### config.mk
export PLATFORM = sky130hd
export DESIGN_NAME = hilo_muldiv_unit
export DESIGN_NICKNAME = d
export VERILOG_FILES = /design/src/rtl/hilo_muldiv_unit.sv
export SDC_FILE = /design/constraint.sdc
export NUM_CORES = 2
export LEC_CHECK = 0
export BUFFER_PORTS_ARGS = -buffer_cell sky130_fd_sc_hd__buf_2
export CORE_UTILIZATION = 51
export CTS_BUF_LIST = sky130_fd_sc_hd__clkbuf_8
export DETAILED_ROUTE_END_ITERATION = 7
export HOLD_SLACK_MARGIN = 0.1
export PLACE_DENSITY = 0.67
export SETUP_SLACK_MARGIN = 0.1
export SLEW_MARGIN = 5
export SYNTH_ARGS = -nofsm -noshare
export SYNTH_HDL_FRONTEND = slang
export SYNTH_SLANG_ARGS = --single-unit
export TNS_END_PERCENT = 30
### constraint.sdc
create_clock -name Clk -period 31.4 [get_ports Clk]
set_input_delay 6.28 -clock Clk [delete_from_list [all_inputs] [get_ports Clk]]
set_output_delay 6.28 -clock Clk [all_outputs]
set_load 0.02 [all_outputs]
### src/rtl/hilo_muldiv_unit.sv
// Hi/Lo multiply/divide unit for the pipelined MIPS datapath.
// Multi-cycle MULT/MULTU/MADD/MSUB, restoring radix-2 DIV/DIVU with
// sign fix-up, single-edge MTHI/MTLO, and flush-abort of in-flight work.
module hilo_muldiv_unit #(
  parameter int WIDTH      = 32,
  parameter int MUL_CYCLES = 4
) (
  input  logic             Clk,
  input  logic             Rst,
  input  logic             Start,
  input  logic [2:0]       Op,
  input  logic [WIDTH-1:0] OperandA,
  input  logic [WIDTH-1:0] OperandB,
  input  logic             Flush,
  output logic             Busy,
  output logic             Done,
  output logic [WIDTH-1:0] Hi_Out,
  output logic [WIDTH-1:0] Lo_Out
);

  localparam logic [2:0] OP_MULTU = 3'b001;
  localparam logic [2:0] OP_DIV   = 3'b010;
  localparam logic [2:0] OP_MADD  = 3'b100;
  localparam logic [2:0] OP_MSUB  = 3'b101;
  localparam logic [2:0] OP_MTHI  = 3'b110;
  localparam logic [2:0] OP_MTLO  = 3'b111;

  // Counter must hold both WIDTH-1 (division) and MUL_CYCLES-1 (<= 7).
  localparam int               CNT_W   = $clog2(WIDTH) + 1;
  localparam logic [CNT_W-1:0] CNT_DIV = CNT_W'(WIDTH - 1);
  localparam logic [CNT_W-1:0] CNT_MUL = CNT_W'(MUL_CYCLES - 1);
  localparam logic [CNT_W-1:0] CNT_ONE = CNT_W'(1);
  localparam logic [WIDTH-1:0] ONE     = WIDTH'(1);

  typedef enum logic [1:0] {IDLE, MUL, DIV, FIX} state_t;

  state_t                  state, state_nxt;
  logic [CNT_W-1:0]        cnt;
  logic [2:0]              op_lat;
  logic [WIDTH-1:0]        a_lat, b_lat, rem;
  logic                    q_neg, r_neg, div_zero;
  logic [WIDTH-1:0]        hi, lo;
  logic                    done;

  logic                    accept, mul_wr, div_wr;
  logic                    mul_signed;
  logic signed [2*WIDTH-1:0] mul_a, mul_b, prod, hilo, mul_res;
  logic [WIDTH:0]          rem_sh, diff;
  logic [WIDTH-1:0]        rem_nxt;
  logic                    q_bit;

  // Two's-complement magnitude; unsigned operands pass through untouched.
  function automatic logic [WIDTH-1:0] magnitude(input logic [WIDTH-1:0] v,
                                                 input logic is_signed);
    return (is_signed && v[WIDTH-1]) ? (~v + ONE) : v;
  endfunction

  // Conditional two's-complement negation used by the division fix-up.
  function automatic logic [WIDTH-1:0] negate_if(input logic [WIDTH-1:0] v,
                                                 input logic neg);
    return neg ? (~v + ONE) : v;
  endfunction

  assign Busy   = (state != IDLE);
  assign Done   = done;
  assign Hi_Out = hi;
  assign Lo_Out = lo;

  // Next-state logic and write qualifiers; Flush always wins over a write.
  always_comb begin
    state_nxt = state;
    accept    = Start && (state == IDLE) && !Flush;
    mul_wr    = (state == MUL) && (cnt == '0) && !Flush;
    div_wr    = (state == FIX) && !Flush;
    case (state)
      IDLE: if (accept) begin
        if (Op[1] == 1'b0)        state_nxt = MUL;
        else if (Op[2] == 1'b0)   state_nxt = DIV;
      end
      MUL:  if (Flush || cnt == '0) state_nxt = IDLE;
      DIV:  if (Flush)              state_nxt = IDLE;
            else if (cnt == '0)     state_nxt = FIX;
      FIX:  state_nxt = IDLE;
      default: state_nxt = IDLE;
    endcase
  end

  // Product and accumulate; sign-extension selects signed vs unsigned.
  always_comb begin
    mul_signed = (op_lat != OP_MULTU);
    mul_a      = {{WIDTH{mul_signed & a_lat[WIDTH-1]}}, a_lat};
    mul_b      = {{WIDTH{mul_signed & b_lat[WIDTH-1]}}, b_lat};
    prod       = mul_a * mul_b;
    hilo       = {hi, lo};
    case (op_lat)
      OP_MADD: mul_res = hilo + prod;
      OP_MSUB: mul_res = hilo - prod;
      default: mul_res = prod;
    endcase
  end

  // One restoring-division step: shift in the next dividend bit, trial subtract.
  always_comb begin
    rem_sh = {rem, a_lat[WIDTH-1]};
    diff   = rem_sh - {1'b0, b_lat};
    q_bit  = ~diff[WIDTH];
    rem_nxt = q_bit ? diff[WIDTH-1:0] : rem_sh[WIDTH-1:0];
  end

  // State register.
  always_ff @(posedge Clk or negedge Rst) begin
    if (!Rst) state <= IDLE;
    else      state <= state_nxt;
  end

  // Operand latches, iteration counter, Hi/Lo and the Done pulse.
  always_ff @(posedge Clk or negedge Rst) begin
    if (!Rst) begin
      cnt      <= '0;
      op_lat   <= '0;
      a_lat    <= '0;
      b_lat    <= '0;
      rem      <= '0;
      q_neg    <= 1'b0;
      r_neg    <= 1'b0;
      div_zero <= 1'b0;
      hi       <= '0;
      lo       <= '0;
      done     <= 1'b0;
    end else begin
      done <= 1'b0;
      case (state)
        IDLE: if (accept) begin
          op_lat   <= Op;
          a_lat    <= magnitude(OperandA, Op == OP_DIV);
          b_lat    <= magnitude(OperandB, Op == OP_DIV);
          rem      <= '0;
          q_neg    <= (Op == OP_DIV) && (OperandA[WIDTH-1] ^ OperandB[WIDTH-1]);
          r_neg    <= (Op == OP_DIV) && OperandA[WIDTH-1];
          div_zero <= (OperandB == '0);
          cnt      <= (Op[2:1] == 2'b01) ? CNT_DIV : CNT_MUL;
          if (Op == OP_MTHI) begin
            hi   <= OperandA;
            done <= 1'b1;
          end
          if (Op == OP_MTLO) begin
            lo   <= OperandA;
            done <= 1'b1;
          end
        end
        MUL: begin
          if (mul_wr) begin
            hi   <= mul_res[2*WIDTH-1:WIDTH];
            lo   <= mul_res[WIDTH-1:0];
            done <= 1'b1;
          end else if (cnt != '0) begin
            cnt <= cnt - CNT_ONE;
          end
        end
        DIV: begin
          a_lat <= {a_lat[WIDTH-2:0], q_bit};
          rem   <= rem_nxt;
          if (cnt != '0) cnt <= cnt - CNT_ONE;
        end
        FIX: if (div_wr) begin
          // Divide-by-zero keeps the all-ones quotient regardless of signs.
          lo   <= div_zero ? a_lat : negate_if(a_lat, q_neg);
          hi   <= negate_if(rem, r_neg);
          done <= 1'b1;
        end
        default: ;
      endcase
    end
  end

endmodule

==> impl.org <==
** Worst hold path
- Min-delay worst type :: flip-flop to flip-flop
- Hold_sp :: b_lat[22]

** Clock tree
- TritonCTS created 17 clock buffers.
- Post-CTS timing repair inserted 0 buffers for setup.
- No sink is reached through more buffers than the 2 on the longest clock path.
- H-Tree Level Count :: 4
- Clock transition at the registers of the reported paths :: 0.12 ns
- Hold repair after CTS inserted 0 buffers.
- The tree built by TritonCTS fans out to 175 sinks.
- TritonCTS built the clock tree.
- The clock reaches the later pin of the worst-skew pair after 0.62 ns.
- Root buffer cell :: sky130_fd_sc_hd__clkbuf_8
- Resize count post-CTS :: 0

** Job
- The tool flagged a number of max-cap violations equal to 0.

** Yosys
- Among all flip-flop cells after synthesis, the most frequent one is sky130_fd_sc_hd__dfrtp_1.
- Combinational family with the most area after synthesis :: adder cells
- After technology mapping, the gate count stands at 6706.
- Of the total synthesized cell area, the portion taken by XOR and XNOR cells is 0.0484.
- Sequential element share of the synthesized area :: 0.0778
- In this run, distinct cell masters in the synthesized netlist total 99.
- After synthesis the cells add up to 0.0563 mm².
- Mux contribution to synthesized area :: 0.00513
- Total nets after synthesis :: 8223
- Synthesized area per cell :: 8.40 µm²
- Number of warning messages in the yosys log :: 0
- Of the total synthesized cell area, the portion taken by full adders, half adders and majority gates is 0.471.
- Area fraction in and, or, nand and nor cells after synthesis :: 0.171
- Synth Area in Compound Gates :: 0.121
- Share of synthesized flip-flops with an asynchronous set or reset :: 1.00
- EDFF count, synth :: 0
- In this run, synthesis produced a sequential element count of 175.

** Setup path
- Among all stages on the critical path, the largest delay is contributed by sky130_fd_sc_hd__dfrtp_1.
- Crit. End Element :: flip-flop
- In this design, the stage delay of the slowest critical-path cell is 0.94 ns.
- Of all nets on the critical path, the largest fanout is 30.
- Reg2reg start :: b_lat[1]
- Worst EP required :: 31.89 ns
- Crit path launch type :: flip-flop
- Cell with the most instances on the worst path :: sky130_fd_sc_hd__fa_1
- Arrival time reported for the critical path endpoint :: 13.86 ns
- Tracing the worst setup path back leads to its startpoint at b_lat[1].
- The critical path in this run is classified as flip-flop to flip-flop.

** Placed design
- Worst setup slack after placement :: 18.26 ns
- Detailed placement ended at an HPWL of 158 mm.
- Placed instance count :: 8012
- Routability-driven placement finished with a final weighted congestion of 1.02.
- Number of port buffers :: 136

** STA
- Once routing completed, OpenROAD measured the worst setup slack at 18.03 ns.
- The worst pin sits at a relative slew slack of 0.155.
- Number of hold violations in the final report :: 0
- Final count of pins violating max slew :: 0
- Final count of negative-setup-slack endpoints :: 0
- Peak clock frequency supported by timing :: 74.8 MHz
- Setup_tns :: 0 ns
- Setup repair after global routing left no endpoint under its margin.
- In the finished design, the share of the clock period the worst path needs comes to 0.426.
- Maximum clock skew at final layout :: 0.0276 ns
- For the finished layout, the period the worst path requires is 13.37 ns.
- Slew @ Worst Pin :: 1.26 ns

** Die
- In this run the horizontal extent of the chip is 334 µm.
- For this configuration, the core starts out at a cell density of 0.516.
- Die Height :: 334 µm
- Number of top-level pins :: 137
- The die covers 0.112 mm².
- Num rows :: 121
- Floorplan Core Area :: 0.109 mm²

** Cells and area
- Area added between synthesis and finish :: 3.96%
- Fraction of final layout cells sized beyond drive strength 1 :: 0.0534
- The net count of the finished layout is 8072.
- Leaving out filler cells and counting taps, the final layout contains 8049.

** Global routing
- Via count of the first global-routing pass :: 50.3k
- Number of antenna violations at the first check in global routing :: 12
- Total congestion overflow :: 0
- Entering global routing, the biggest net connects 84 pins.
- The first global-routing pass estimated 306 mm of wire.
- Overall track demand over capacity in global routing :: 0.364

** Routing
- After detailed routing, the average wire length per cell comes to 24.5 µm.
- The detailed router finished its first iteration with 4615 violations.
- In the routed layout, each cell is associated on average with a via count of 5.99.
- Total vias in the final route :: 48.2k
- DRC violations left :: 0
- The first detailed-routing pass ran for 7 iterations.
- The detail route stage leaves a number of antenna-violating nets equal to 0.
- The routed design has 197 mm of wire.

** Status
- Outcome :: completed
==> routing by layer <==
layer	global-route usage	vias up	routed length (µm)
met5	0	-	34
met4	0.180	4	11500
met3	0.0718	554	18000
met2	0.590	2324	91100
met1	0.466	24600	76900
li1	-	20700	-
==> Yosys cell counts, types with 25 or more instances <==
master | n | share of area
sky130_fd_sc_hd__a221o_1 | 26 | 0.0046
sky130_fd_sc_hd__o211ai_1 | 28 | 0.0037
sky130_fd_sc_hd__and3_1 | 27 | 0.0030
sky130_fd_sc_hd__fa_1 | 1127 | 0.40
sky130_fd_sc_hd__nand2b_1 | 36 | 0.0040
sky130_fd_sc_hd__nor4_1 | 28 | 0.0031
sky130_fd_sc_hd__or3_1 | 42 | 0.0047
sky130_fd_sc_hd__o21a_1 | 25 | 0.0033
sky130_fd_sc_hd__nand4_1 | 34 | 0.0038
sky130_fd_sc_hd__a21oi_1 | 286 | 0.025
sky130_fd_sc_hd__nand3_1 | 57 | 0.0051
sky130_fd_sc_hd__inv_1 | 1157 | 0.077
sky130_fd_sc_hd__nand2_1 | 1141 | 0.076
sky130_fd_sc_hd__clkbuf_1 | 338 | 0.023
sky130_fd_sc_hd__xor2_1 | 108 | 0.017
sky130_fd_sc_hd__xnor2_1 | 203 | 0.032
sky130_fd_sc_hd__ha_1 | 319 | 0.071
sky130_fd_sc_hd__buf_1 | 54 | 0.0036
sky130_fd_sc_hd__a31oi_1 | 34 | 0.0038
sky130_fd_sc_hd__nor3_1 | 95 | 0.0084
sky130_fd_sc_hd__dfrtp_1 | 175 | 0.078
sky130_fd_sc_hd__a21o_1 | 88 | 0.012
sky130_fd_sc_hd__nor2_1 | 306 | 0.020
sky130_fd_sc_hd__o21ai_0 | 298 | 0.026
sky130_fd_sc_hd__o31ai_1 | 37 | 0.0049
sky130_fd_sc_hd__and2_1 | 239 | 0.027
sky130_fd_sc_hd__a221oi_1 | 33 | 0.0051
==> worst max-delay path: cells and delay by family (launching register included) <==
kind	cells	cell delay [ns]
xor gates and xnor gates	3	0.46
buffers and inverters	5	1.21
AOI/OAI and AO/OA	13	3.04
adders and majority gates	10	5.61
DFF	1	0.94
and+or+nand+nor	6	1.95
==> final timing paths <==
path,end,slack [ns],cells after the start
max in group asynchronous,b_lat[26],24.25,2
min reg2reg,b_lat[22],0.50,2
min,b_lat[22],0.50,2
min in group asynchronous,b_lat[11],5.64,1
max,Hi_Out[31],18.03,37
max reg2reg,Hi_Out[31],18.03,37
==> per-stage QoR <==
step | instance area, µm² | hold WS, ns | util
floorplan | 56300 | 0.465 | -
detailed placement | 58100 | 0.473 | 0.532
global placement | 58100 | 0.463 | 0.532
finish | 58500 | 0.500 | 0.536
global route | 58500 | 0.529 | 0.536
CTS | 58500 | 0.500 | 0.536
==> kinds of logic after synthesis <==
family | count (synthesis)
and+or+nand+nor | 2119
buffers and inverters | 1565
adders and majority gates | 1446
AOI/OAI and AO/OA | 1062
xor gates and xnor gates | 311
DFF | 175
muxes | 28
==> state kept, by name, indices dropped and copies added (netlist names) <==
| name | flops |
|---|---|
| Done | 1 |
| op_lat | 3 |
| div_zero | 1 |
| r_neg | 1 |
| Hi_Out | 32 |
| q_neg | 1 |
| rem | 32 |
| cnt | 6 |
| Lo_Out | 32 |
| state | 2 |
| a_lat | 32 |
| b_lat | 32 |
==> area by class of cell <==
| cell class | instances | area (µm²) |
|---|---|---|
| diodes | 5 | 12.5 |
| well taps | 1476 | 1850 |
| flip-flops and latches | 175 | 4390 |
| inverters | 1162 | 4360 |
| repair buffers | 233 | 1420 |
| multi-input cells | 4966 | 46100 |
| clock buffers | 18 | 248 |
| clock inverters | 14 | 175 |
| fillers | 10300 | 50600 |
==> layout by cell type, fill, tap and decap left out, types with 95 or more instances in the layout <==
master | synthesis | routed
sky130_fd_sc_hd__buf_2 | 9 | 135
sky130_fd_sc_hd__ha_1 | 319 | 316
sky130_fd_sc_hd__xnor2_1 | 203 | 203
sky130_fd_sc_hd__nor3_1 | 95 | 95
sky130_fd_sc_hd__nand2_1 | 1141 | 1141
sky130_fd_sc_hd__and2_1 | 239 | 238
sky130_fd_sc_hd__a21oi_1 | 286 | 284
sky130_fd_sc_hd__xor2_1 | 108 | 108
sky130_fd_sc_hd__nor2_1 | 306 | 303
sky130_fd_sc_hd__buf_4 | 0 | 97
sky130_fd_sc_hd__inv_1 | 1157 | 1157
sky130_fd_sc_hd__fa_1 | 1127 | 1127
sky130_fd_sc_hd__dfrtp_1 | 175 | 169
sky130_fd_sc_hd__o21ai_0 | 298 | 297
Power is not shown: default switching activity piles up to over one toggle a cycle in this logic, so the estimate is an artifact.
